<file path="config.mk">
export PLATFORM = sky130hd
export DESIGN_NAME = game_timer_ctrl
export DESIGN_NICKNAME = d
export VERILOG_FILES = /design/src/rtl/game_timer_ctrl.sv
export SDC_FILE = /design/constraint.sdc
export NUM_CORES = 1
export LEC_CHECK = 0
export BUFFER_PORTS_ARGS = -buffer_cell sky130_fd_sc_hd__buf_2
export CAP_MARGIN = 40
export CELL_PAD_IN_SITES_DETAIL_PLACEMENT = 0
export CELL_PAD_IN_SITES_GLOBAL_PLACEMENT = 1
export CORE_AREA = 4 4 126 128
export DETAILED_ROUTE_END_ITERATION = 10
export DIE_AREA = 0 0 130 132
export PLACE_DENSITY = 0.81
export SLEW_MARGIN = 10
export SYNTH_ARGS = -nofsm -noshare
export SYNTH_HDL_FRONTEND = slang
export SYNTH_SLANG_ARGS = --single-unit
</file>
<file path="constraint.sdc">
create_clock -name clk -period 6.08 [get_ports clk]
set_input_delay 0.912 -clock clk [delete_from_list [all_inputs] [get_ports clk]]
set_output_delay 0.912 -clock clk [all_outputs]
set_load 0.05 [all_outputs]
</file>
<file path="src/rtl/game_timer_ctrl.sv">
// Countdown game timer: 1 s prescaler, start/pause/expire FSM, and a serial double-dabble
// converter that updates all four BCD display digits together, 14 cycles after gameTime changes.
module game_timer_ctrl #(
  parameter int unsigned TICK_CYCLES = 50_000_000,
  parameter logic [11:0] START_TIME  = 12'd120,
  parameter logic [11:0] BONUS       = 12'd10
) (
  input  logic        clk,
  input  logic        resetN,
  input  logic        start,
  input  logic        pause,
  input  logic        bonus,
  output logic [11:0] gameTime,
  output logic        running,
  output logic        timeUp,
  output logic [3:0]  HexIn1,
  output logic [3:0]  HexIn2,
  output logic [3:0]  HexIn3,
  output logic [3:0]  HexIn4,
  output logic        darkN,
  output logic        LampTest
);

  localparam int PW = $clog2(TICK_CYCLES);
  localparam logic [PW-1:0] PRESC_MAX = PW'(TICK_CYCLES - 1);

  localparam logic [1:0] T_IDLE    = 2'd0;
  localparam logic [1:0] T_RUN     = 2'd1;
  localparam logic [1:0] T_PAUSED  = 2'd2;
  localparam logic [1:0] T_EXPIRED = 2'd3;

  localparam logic [1:0] C_IDLE  = 2'd0;
  localparam logic [1:0] C_LOAD  = 2'd1;
  localparam logic [1:0] C_SHIFT = 2'd2;
  localparam logic [1:0] C_DONE  = 2'd3;

  logic [1:0]    t_state_q, t_state_d;
  logic [11:0]   gt_q, gt_d;
  logic [PW-1:0] presc_q, presc_d;
  logic          time_up_q, time_up_d;

  logic [1:0]    c_state_q, c_state_d;
  logic          pend_q, pend_d;
  logic [11:0]   bin_q, bin_d;
  logic [15:0]   bcd_q, bcd_d;
  logic [3:0]    it_q, it_d;
  logic [15:0]   dig_q, dig_d;
  logic          dark_q, dark_d;

  logic          cnt_en, tick, bonus_ok, gt_chg;
  logic [12:0]   sum;
  logic [11:0]   sat_sum;
  logic [27:0]   sh;

  function automatic logic [15:0] add3(input logic [15:0] b);
    logic [15:0] r;
    r = b;
    for (int i = 0; i < 4; i++) begin
      if (b[4*i +: 4] >= 4'd5) r[4*i +: 4] = b[4*i +: 4] + 4'd3;
    end
    return r;
  endfunction

  // Pause freezes the prescaler even in the cycle RUN is still being left.
  assign cnt_en   = (t_state_q == T_RUN) && !pause;
  assign tick     = cnt_en && (presc_q == PRESC_MAX);
  assign bonus_ok = bonus && ((t_state_q == T_RUN) || (t_state_q == T_PAUSED));
  assign sum      = {1'b0, gt_q} + {1'b0, BONUS} - {12'd0, tick};
  assign sat_sum  = sum[12] ? 12'hFFF : sum[11:0];

  always_comb begin
    t_state_d = t_state_q;
    gt_d      = gt_q;
    presc_d   = presc_q;
    time_up_d = 1'b0;
    if (start) begin
      t_state_d = T_RUN;
      gt_d      = START_TIME;
      presc_d   = '0;
    end else begin
      if (cnt_en) presc_d = tick ? '0 : presc_q + PW'(1);
      if ((t_state_q == T_RUN) && pause) t_state_d = T_PAUSED;
      if ((t_state_q == T_PAUSED) && !pause) t_state_d = T_RUN;
      if (bonus_ok) begin
        gt_d = sat_sum;
      end else if (tick) begin
        if (gt_q <= 12'd1) begin
          gt_d      = '0;
          t_state_d = T_EXPIRED;
          time_up_d = 1'b1;
          presc_d   = '0;
        end else begin
          gt_d = gt_q - 12'd1;
        end
      end
    end
  end

  assign gt_chg = (gt_d != gt_q);
  assign sh     = {add3(bcd_q), bin_q};

  always_comb begin
    c_state_d = c_state_q;
    pend_d    = pend_q | gt_chg;
    bin_d     = bin_q;
    bcd_d     = bcd_q;
    it_d      = it_q;
    dig_d     = dig_q;
    dark_d    = dark_q;
    case (c_state_q)
      C_IDLE: if (pend_q || gt_chg) c_state_d = C_LOAD;
      C_LOAD: begin
        bin_d     = gt_q;
        bcd_d     = '0;
        it_d      = '0;
        pend_d    = gt_chg;
        c_state_d = C_SHIFT;
      end
      C_SHIFT: begin
        bcd_d = sh[26:11];
        bin_d = {sh[10:0], 1'b0};
        it_d  = it_q + 4'd1;
        if (it_q == 4'd11) c_state_d = C_DONE;
      end
      default: begin
        // BCD is zero exactly when the snapshot was zero.
        dig_d     = bcd_q;
        dark_d    = (bcd_q != 16'd0);
        c_state_d = C_IDLE;
      end
    endcase
  end

  always_ff @(posedge clk) begin
    if (!resetN) begin
      t_state_q <= T_IDLE;
      gt_q      <= '0;
      presc_q   <= '0;
      time_up_q <= 1'b0;
      c_state_q <= C_IDLE;
      pend_q    <= 1'b0;
      bin_q     <= '0;
      bcd_q     <= '0;
      it_q      <= '0;
      dig_q     <= '0;
      dark_q    <= 1'b0;
    end else begin
      t_state_q <= t_state_d;
      gt_q      <= gt_d;
      presc_q   <= presc_d;
      time_up_q <= time_up_d;
      c_state_q <= c_state_d;
      pend_q    <= pend_d;
      bin_q     <= bin_d;
      bcd_q     <= bcd_d;
      it_q      <= it_d;
      dig_q     <= dig_d;
      dark_q    <= dark_d;
    end
  end

  assign gameTime = gt_q;
  assign running  = (t_state_q == T_RUN);
  assign timeUp   = time_up_q;
  assign HexIn1   = dig_q[3:0];
  assign HexIn2   = dig_q[7:4];
  assign HexIn3   = dig_q[11:8];
  assign HexIn4   = dig_q[15:12];
  assign darkN    = dark_q;
  assign LampTest = 1'b0;

endmodule

</file>
==> results.sh <==
export IMPL_synth_top_area_cell="dfxtp_1"
export IMPL_cts_buffers=9
export IMPL_drt_pass1_iter_count=5
export IMPL_fin_worst_skew_ns=0.0102
export IMPL_grt_pass1_vias=4882
export IMPL_diodes=0
export IMPL_cts_hold_buf=0
export IMPL_cts_resized=0
export IMPL_ys_seq_area_share_pct=32.3
export IMPL_syn_area_per_cell_um2=8.42
export IMPL_drv_slew=0
export IMPL_die_w_um=130
export IMPL_tightest_slew_ns=0.895
export IMPL_grt_first_pass_wirelength_um=24500
export IMPL_setup_violations=0
export IMPL_p_leak_nw=2.41
export IMPL_ys_types=79
export IMPL_post_place_ws_ns=1.14
export IMPL_hold_violations=0
export IMPL_netlist_area_um2=5770
export IMPL_numPortBuffers=35
export IMPL_syn_nets=737
export IMPL_fmaxAchievable_mhz=216
export IMPL_synth_enable_flop_cells=0
export IMPL_clock_path_buffers=2
export IMPL_gr_total_overflow=0
export IMPL_area_delta_synth_final_pct=10.8
export IMPL_viasPerCell=5.52
export IMPL_arrival_ns=4.87
export IMPL_synth_top_cells_by_count="dfxtp_1 (93), nor2_1 (85), ha_1 (47)"
export IMPL_period_share_pct=76.2
export IMPL_final_min_clock_period_ns=4.63
export IMPL_path_cells="buf_2 -> and4b_1 -> nand3b_1 -> nor4_1 -> ha_1 -> inv_1 -> ha_1 -> a211o_1 -> a31oi_1 -> and2_1 -> xor2_1 -> nor3_1 -> or3_1 -> a21oi_1 -> nand4_1 -> nor4b_2 -> a41oi_2 -> mux2i_1"
export IMPL_gp_congestion=0.887
export IMPL_drt_initial_drc_count=398
export IMPL_worst_setup_path_type="input port to flop"
export IMPL_cts_root_buf="clkbuf_16"
export IMPL_drive_gt1_share_pct=11.3
export IMPL_antenna_found_initial=0
export IMPL_vias=4949
export IMPL_ctsHtreeMaxLevel=3
export IMPL_crit_fanout=5
export IMPL_maxCapViolations=0
export IMPL_status="finished clean"
export IMPL_die_area_um2=17200
export IMPL_wl_per_cell_um=16.3
export IMPL_rsz0062_at_grt="no"
export IMPL_required_ns=6.32
export IMPL_clk_latency_ns=0.36
export IMPL_peakVddDrop_mv=0.143
export IMPL_synth_most_common_cell="dfxtp_1"
export IMPL_clk_pin_slew_ns=0.08
export IMPL_post_cts_buffers=0
export IMPL_row_count=45
export IMPL_grtUsageTotal_pct=17.4
export IMPL_async_reset_ff_share_pct=0
export IMPL_die_h_um=132
export IMPL_core_area_um2=14900
export IMPL_path_common_cell="ha_1"
export IMPL_critPathMaxStageDelay_ns=0.42
export IMPL_yosysTopAreaCellShare_pct=32.3
export IMPL_final_antenna_net_count=0
export IMPL_slew_headroom_pct=39.9
export IMPL_cts_tree="built"
export IMPL_cp_slowest_cell="nor4_1"
export IMPL_dp_hpwl_um=10600
export IMPL_start_util_pct=38.8
export IMPL_startpoint_type="input port"
export IMPL_netlist_top_cells_area="dfxtp_1 (32%), ha_1 (10%), nor2_1 (5.5%), mux2i_1 (5.0%), a21oi_1 (3.8%)"
export IMPL_fin_tns_setup_ns=0
export IMPL_min_delay_path_class="flop to flop"
export IMPL_ys_ff_latch=93
export IMPL_power_density_nw_per_um2=287
export IMPL_nets=756
export IMPL_ys_flop_type="dfxtp_1"
export IMPL_fin_ws_ns=1.45
export IMPL_end_kind="flop"
export IMPL_synth_cells=685
export IMPL_drc_errors=0
export IMPL_io_pins=37
export IMPL_totalWireLength_um=14700
export IMPL_yosysWarnings=0
export IMPL_grt_max_degree=47
export IMPL_cts_sinks=93
==> metrics by stage <==
| step | total power, W | instance area, um2 | util (%) | hold WS, ns | instances |
|---|---|---|---|---|---|
| 6_report | 0.00183 | 6390 | 43.0 | 0.472 | 897 |
| 5_1_grt | 0.00194 | 6390 | 43.0 | 0.511 | 897 |
| 4_1_cts | 0.00184 | 6390 | 43.0 | 0.475 | 897 |
| 3_5_place_dp | 0.00124 | 6070 | 40.9 | 0.463 | 881 |
| 3_3_place_gp | 0.00122 | 6060 | 40.7 | 0.459 | 880 |
| 2_1_floorplan | 0.00112 | 5770 | - | 0.446 | 685 |
==> final timing paths <==
path,start,to,slack [ns],depth (start not counted)
hold reg to reg,bin_q[0],bin_q[0],0.47,2
setup reg to reg,t_state_q[1],c_state_q[1],1.56,19
setup / recovery,pause,c_state_q[1],1.45,18
hold / removal,bin_q[0],bin_q[0],0.47,2
==> critical path: cells and delay by family <==
family | cells | cell delay (ns)
AND/OR/NAND/NOR | 8 | 2.07
AO/OA/AOI/OAI | 4 | 0.97
adder cells (fa/ha/maj) | 2 | 0.46
buffers and inverters | 2 | 0.17
XOR/XNOR | 1 | 0.15
multiplexers | 1 | 0.15
==> where the power goes <==
group          switching (W)  internal [W]
Clock               0.000275      0.000330
Combinational       0.000336      0.000192
Sequential         0.0000388      0.000659
Total               0.000650       0.00118
==> placed cells by master (no fill, tap or decap), types with 4 or more instances in the layout <==
cell type,n
dfxtp_1,93
nor2_1,85
ha_1,47
a21oi_1,44
inv_1,40
nand2_1,36
buf_2,35
o21ai_0,33
mux2i_1,29
xnor2_1,21
nand3_1,20
xor2_1,18
a211oi_1,18
nand2b_1,16
and2_1,12
nor2b_1,12
nor3_1,11
and3_1,10
o22ai_1,9
clkbuf_16,9
nand4_1,7
or3_1,7
a31oi_1,6
o31ai_1,6
and4_1,5
nor4_1,4
a32oi_1,4
==> kinds of logic (layout without fill, tap and decap cells) <==
family / count (synthesis) / count (layout) / share of synthesized area [%]
fa+ha+maj: 47 / 47 / 10.2
xor+xnor: 39 / 39 / 5.92
simple gates: 247 / 247 / 22.7
other cells: 1 / 1 / 0.0650
mux: 32 / 32 / 5.88
flops: 93 / 93 / 32.3
compound gates: 156 / 156 / 18.1
buf+inv: 70 / 94 / 4.86
==> routing by layer <==
layer	wire length [um]	GRT usage (%)	vias up
met3	619	3.00	22
met2	7080	29.2	120
met1	6720	22.5	2351
li1	-	-	2456
met4	231	5.43	0
met5	0	0	-
==> area by class of cell <==
type | count | area, um2
Sequential cell | 93 | 1860
Multi-Input combinational cell | 522 | 3620
Timing Repair Buffer | 37 | 198
Inverter | 41 | 154
Tap cell | 188 | 235
Clock buffer | 9 | 225
Clock inverter | 7 | 91.3
Fill cell | 1493 | 8480
==> state kept, by name (all words and copies together) (netlist names) <==
signal and count:
bcd_q 16, bin_q 12, c_state_q 2, darkN 1, dig_q 16, gameTime 12
it_q 4, pend_q 1, presc_q 26, t_state_q 2, timeUp 1
Note: power is estimated with default switching activity, not from simulation.
